===== src/rtl/regfile_arbiter.sv =====
// regfile_arbiter: two-cycle slot arbiter sharing a register file between core and debug, with a debug starvation guard
module regfile_arbiter #(
    parameter int RD_LAT     = 2,
    parameter int DBG_STARVE = 4
) (
    input  logic        clk,
    input  logic        rst,
    input  logic        c_req,
    input  logic [4:0]  c_rs1,
    input  logic [4:0]  c_rs2,
    input  logic [4:0]  c_rd,
    input  logic [31:0] c_rd_v,
    input  logic        c_we,
    output logic        c_gnt,
    output logic        c_rvalid,
    output logic [31:0] c_rs1_v,
    output logic [31:0] c_rs2_v,
    input  logic        d_req,
    input  logic        d_we,
    input  logic [4:0]  d_addr,
    input  logic [31:0] d_wdata,
    output logic        d_gnt,
    output logic        d_rvalid,
    output logic [31:0] d_rdata,
    output logic [4:0]  rf_rs1,
    output logic [4:0]  rf_rs2,
    output logic [4:0]  rf_rd,
    output logic [31:0] rf_rd_v,
    output logic        rf_we,
    input  logic [31:0] rf_rs1_v,
    input  logic [31:0] rf_rs2_v
);
    logic              phase, slot_we, d_win, c_resp, d_resp;
    logic [3:0]        starve;
    logic [RD_LAT-1:0] tag_v, tag_d;
    always_comb begin
        d_win  = d_req && (!c_req || starve == 4'(DBG_STARVE));
        c_gnt  = !rst && !phase && c_req && !d_win;
        d_gnt  = !rst && !phase && d_win;
        rf_we  = phase && slot_we;
        c_resp = tag_v[RD_LAT-1] && !tag_d[RD_LAT-1];
        d_resp = tag_v[RD_LAT-1] && tag_d[RD_LAT-1];
    end
    always_ff @(posedge clk) begin
        if (rst) begin
            phase    <= 1'b0;
            starve   <= 4'd0;
            tag_v    <= '0;
            tag_d    <= '0;
            slot_we  <= 1'b0;
            rf_rs1   <= 5'd0;
            rf_rs2   <= 5'd0;
            rf_rd    <= 5'd0;
            rf_rd_v  <= 32'd0;
            c_rvalid <= 1'b0;
            d_rvalid <= 1'b0;
            c_rs1_v  <= 32'd0;
            c_rs2_v  <= 32'd0;
            d_rdata  <= 32'd0;
        end else begin
            phase    <= !phase;
            tag_v    <= RD_LAT'({tag_v, c_gnt || (d_gnt && !d_we)});
            tag_d    <= RD_LAT'({tag_d, d_gnt});
            c_rvalid <= c_resp;
            d_rvalid <= d_resp;
            if (c_resp) begin
                c_rs1_v <= rf_rs1_v;
                c_rs2_v <= rf_rs2_v;
            end
            if (d_resp) d_rdata <= rf_rs1_v;
            if (!phase) begin
                starve  <= (d_gnt || !d_req) ? 4'd0 : starve + 4'd1;
                rf_rs1  <= c_gnt ? c_rs1 : (d_gnt && !d_we) ? d_addr : 5'd0;
                rf_rs2  <= c_gnt ? c_rs2 : 5'd0;
                rf_rd   <= c_gnt ? c_rd : (d_gnt && d_we) ? d_addr : 5'd0;
                rf_rd_v <= c_gnt ? c_rd_v : (d_gnt && d_we) ? d_wdata : 32'd0;
                slot_we <= c_gnt ? (c_we && c_rd != 5'd0) : (d_gnt && d_we && d_addr != 5'd0);
            end
        end
    end
endmodule

===== config.mk =====
export PLATFORM = sky130hd
export DESIGN_NAME = regfile_arbiter
export DESIGN_NICKNAME = d
export VERILOG_FILES = /design/src/rtl/regfile_arbiter.sv
export SDC_FILE = /design/constraint.sdc
export NUM_CORES = 1
export LEC_CHECK = 0
export ABC_AREA = 1
export CAP_MARGIN = 5
export CELL_PAD_IN_SITES_DETAIL_PLACEMENT = 0
export CELL_PAD_IN_SITES_GLOBAL_PLACEMENT = 1
export CORE_UTILIZATION = 30
export DETAILED_ROUTE_END_ITERATION = 16
export GPL_TIMING_DRIVEN = 1
export PLACE_DENSITY_LB_ADDON = 0.1
export SLEW_MARGIN = 5
export SYNTH_ARGS = -nofsm -noshare
export SYNTH_HDL_FRONTEND = slang
export SYNTH_SLANG_ARGS = --single-unit

===== constraint.sdc =====
create_clock -name clk -period 3 [get_ports clk]
set_input_delay 0.3 -clock clk [delete_from_list [all_inputs] [get_ports clk]]
set_output_delay 0.3 -clock clk [all_outputs]
set_load 0.01 [all_outputs]

* Yosys cells after proc, flatten, opt, wreduce, memory -nomap -nowiden
Index checks and enable logic that the tools add are counted.
** Operators by class
- Eq/ne operators :: 1
- Reductions and logical operators :: 24
- Mux-type cells :: 9
- Add/subtract/negate cells :: 1
** Operator list (number)
- $mux W32 :: 2
- $mux W5 :: 5
- $logic_and A1 B1 Y1 :: 12
- $reduce_bool A5 Y1 :: 2
- $logic_not A1 Y1 :: 7
- $add A4 B1 Y4 const B :: 1
- $eq A4 B3 Y1 const B :: 1
- $mux W4 :: 1
- $logic_or A1 B1 Y1 :: 3
- $mux W1 :: 1
** Storage, ports and cells
- Flip-flop bits (word level) :: 155
- Logic and storage cells :: 49
- Output and inout port bits :: 148
- Input port bits :: 154

* Logic depth before layout (Yosys ltp)
- Word-level depth :: 7
- Gate-level depth with buffers :: 10
- Gate-level depth less buffers :: 9

* Worst setup path before layout
OpenSTA, ideal clock, no wires.
- Path type :: register to register
- Start :: register starve[1]
- End :: register rf_rd_v[29]
- Library setup time :: 0.070 ns
- Period minus slack after synthesis :: 1.396 ns
- Data required time :: 2.930 ns
- Arrival time :: 1.326 ns
- Buffers on the path :: 1
- Slack :: 1.604 ns
- Stages on the path, launching flop included :: 11
- Path through :: dfxtp_1 -> inv_1 -> ha_1 -> nand3_1 -> nand2_2 -> nand2_4 -> buf_2 -> nand3_1 -> nand2_1 -> inv_2 -> a21oi_1
** Between the ends
- Cells in the longest elaborated chain, start to end :: 7
- Elaborated cells on any way between the ends :: 9
- Those cells by class :: 1 x eq/ne; 2 x mux; 6 x reduce/logical
** Ends and longest elaborated chain
- from (decl) :: RTL line 34 : logic [3:0] starve;
- from (signal assigned) :: RTL line 72 : starve <= (d_gnt || !d_req) ? 4'd0 : starve + 4'd1;
- $eq A4 B3 Y1 (*) :: RTL line 37 : d_win = d_req && (!c_req || starve == 4'(DBG_STARVE));
- $logic_or A1 B1 Y1 (*) :: RTL line 37
- $logic_and A1 B1 Y1 (*) :: RTL line 37
- $logic_and A1 B1 Y1 :: RTL line 39 : d_gnt = !rst && !phase && d_win;
- $logic_and A1 B1 Y1 :: RTL line 76 : rf_rd_v <= c_gnt ? c_rd_v : (d_gnt && d_we) ? d_wdata : 32'd0;
- $mux W32 :: RTL line 76
- $mux W32 (*) :: RTL line 76
- to (signal assigned) :: RTL line 76
- to (decl) :: RTL line 28 : output logic [31:0] rf_rd_v,
Mark *: on every way between the ends. The rest lies on a longest branch, timed or not.
A chain may end at the register's enable or synchronous reset.

* Final worst setup path
- Start :: register starve[1]
- End :: output port c_gnt
** Between the ends
- Cells in the longest elaborated chain, start to end :: 5
** Ends and longest elaborated chain
- $eq A4 B3 Y1 :: RTL line 37
- $logic_or A1 B1 Y1 :: RTL line 37
- $logic_and A1 B1 Y1 :: RTL line 37
- $logic_not A1 Y1 :: RTL line 38 : c_gnt = !rst && !phase && c_req && !d_win;
- $logic_and A1 B1 Y1 :: RTL line 38
- to (decl) :: RTL line 14 : output logic c_gnt,
Every way passes these cells.

==> impl_results.md <==
* CP Launch Point: starve[1]
* R2R depth at 10
* Synth unique cells at 22
* Post-synth ARST share at 0%
* Vias in the first global route at just under 6000
* Post-synth top area share at 50.4%
* Grt met1 use at between 20% and 30%
* Clk_skew at 12.7 ps
* Antenna cells at 0
* Routability cong. at between 0.7 and 0.8
* Hold Violations, Final at 0
* Setup Buffers After CTS at 0
* Post-synthesis net count at slightly below 1000
* CP Cell Sequence: inv_1 -> ha_1 -> nand3_1 -> nand2_2 -> nand2_4 -> nand2_1 -> inv_2 -> clkdlybuf4s50_1
* Htree depth at 4
* Inserted Clock Buffers at 17
* Total power at between 0.005 and 0.006 W
* Final wirelength at between 20 and 25 mm
* Outcome: completed
* Post-synth EDFFs at 0
* Crit path DAT at approximately 2300 ps
* Nets at approximately 1300
* WL per Instance at around 14 um
* Remaining DRCs at 0
* Critical Path End: c_gnt
* CP Launch Type: flip-flop
* Yosys top cell by area: dfxtp_1
* Sum Neg Setup Slack at 0 ps
* DR vias at 6284
* Worst R2R Start: starve[0]
* # clock sinks at around 160
* Final Slew Violations at 0
* Setup Viol. Count Final at 0
* DR pass1 iterations at 5
* Pwr Density at ~510 nW/um^2
* Cts-stage hold buffer count at 0
* Highest achievable clock rate at between 300 and 400 MHz
* Post-Syn Area at between 6000 and 7000 um^2
* Worst hold stages at 2
* Mux contribution to synthesized area at 0%
* Largest family of logic cells by synthesized area: simple AND/OR/NAND/NOR gates
* Slowest cell on crit path: clkdlybuf4s50_1
* # rows at between 50 and 60
* Post-synthesis sequential area ratio at roughly 50%
* Initial antenna violation count at 0
* First-pass GRT wire length at about 32 mm
* Yosys warnings at 0
* Hold Crit Start: tag_v[0]
* Initial Util at 30.5%
* M3 GR Usage at under 10%
* Synth cell count leaders: 236 x nor2_1, 155 x dfxtp_1, 140 x o21ai_0, 79 x nand3_1, 58 x nand2_1
* DP HPWL at 13.7 mm
* Post-synthesis instance total at 839
* Top cells by area, synth: dfxtp_1 50%, nor2_1 14%, o21ai_0 11%, nand3_1 6.4%, nand2_1 3.5%
* Synth Area in Compound Gates at between 10 and 15%
* Vias/cell at between 4 and 5
* Unrepaired setup endpoints after global routing: no
* Most used routing layer: met2
* Leakage at approximately 4 nW
* Synth Area in XOR/XNOR at 0%
* Kind of critical path: flip-flop to primary output
* Worst skew pair latency at between 400 and 500 ps
* Critical-path maximum fanout at 16
* Layout cells sized above 1 at between 5 and 6%
* Final WS setup at approximately 420 ps
* Critical R2R Capture: starve[1]
* GRT met2 Usage at 31.0%
* CP Capture Type: primary output
* CP bufs+invs at 3
* CTS root buffer: clkbuf_16
* Syn_area_per_cell at roughly 7.3 um^2
* Final core utilization at between 40% and 50%
* Layout overhead on the synthesized area at 60.9%
* Crit path max-delay family: buffers and inverters
* Synth Register Bits at 155
* Largest net degree at the start of global routing at 74
* Max_cap viols at 0
* WHS at a little over 400 ps
* Slew HR at about a third
* Antenna-violating nets left at 0
* Ports at around 300
* Ys flop type: dfxtp_1
* Core ar. at slightly above 20000 um^2
* Reg2reg setup slack at 1050 ps
* IO Port Bufs at 301
* # resized after CTS at 0
* DIE AREA at 21100 um^2
* Hold Path Class: flip-flop to flip-flop
* Maximum VDD drop at between 300 and 400 uV
* Worst slew pin tran at 1020 ps
* Die span in y at 145 um
* Count leader, synth: nor2_1
* Levels on crit path at 8
* CP Data Required Time at 2700 ps
* Die width at approximately 150 um
* CP peak stage delay at approximately 570 ps
* Fin crit share at about 86%
* DP Worst Slack at roughly 750 ps
* Post-Synth Adder-Cell Area at less than 1%
* CTS max path bufs at 2
* Grt total ovfl at 0
* GRT Util Overall at 19.1%
* Clock Pin Slew Worst Setup and Hold Paths at around 60 ps
* CTS tree: built
* Simple logic cell fraction of the synthesized area at about a quarter
* Tmin final at ~2600 ps
* DRT iter0 DRCs at between 300 and 400
==> flip-flops by register name, indices dropped and copies added, names as in the netlist, 2 cells and up <==
register  flops
rf_rd         5
c_rs2_v      32
tag_d         2
c_rs1_v      32
rf_rd_v      32
rf_rs1        5
starve        4
tag_v         2
rf_rs2        5
d_rdata      32
==> how the worst min path moves through the flow <==
stage	to	slack [ps]
after floorplan	phase	380
after detailed placement	tag_v[1]	400
after CTS	tag_v[1]	410
after global routing	tag_v[1]	430
after global placement	tag_v[1]	400
final	tag_v[1]	400
==> logic make-up (layout without fill, tap and decap cells) <==
group | count (synthesis) | after routing
adder cells (fa/ha/maj) | 2 | 2
AO/OA/AOI/OAI | 182 | 182
buffers and inverters | 114 | 398
AND/OR/NAND/NOR | 386 | 386
flip-flops | 155 | 155
==> worst min-delay path, cell delays in order (launching register included) <==
cell	delay [ps]
dfxtp_1	300
inv_1	40
nor2_1	30
==> final cells by class <==
cell class              count  area, um^2
multi-input cells         570        2560
fillers                  2032       10300
well taps                 270         338
clock inverters            14         129
clock buffers              18         439
flip-flops and latches    155        3100
repair buffers            313        3130
inverters                  53         203
==> cell usage in the layout (no fill, tap or decap), drive strengths merged <==
master / instances
nand4: 5
nand2: 60
ha: 2
clkdlybuf4s50: 301
clkinvlp: 2
clkbuf: 18
nor3: 2
a21oi: 41
clkinv: 7
inv: 58
nand3b: 1
o21ai: 140
nand3: 79
dfxtp: 155
o211ai: 1
buf: 12
nor2: 239
==> where the power goes <==
group / leakage (nW) / switching (W) / internal, W
logic: 2.45 / 0.000328 / 0.000403
registers: 1.26 / 0.0000443 / 0.00215
clock network: 0.274 / 0.000973 / 0.00111
total: 3.98 / 0.00134 / 0.00366
==> through the flow <==
step	cell area (um^2)	cells
floorplan	6150	839
global placement	9330	1361
detailed placement	9330	1361
CTS	9900	1393
global route	9900	1393
finish	9900	1393
==> routing by layer <==
metal,vias up,wire length [um]
met5,-,0
met4,0,377
met3,22,1360
met2,207,9440
met1,2791,8910
li1,3264,-
Power figures use the tool's default switching activity.
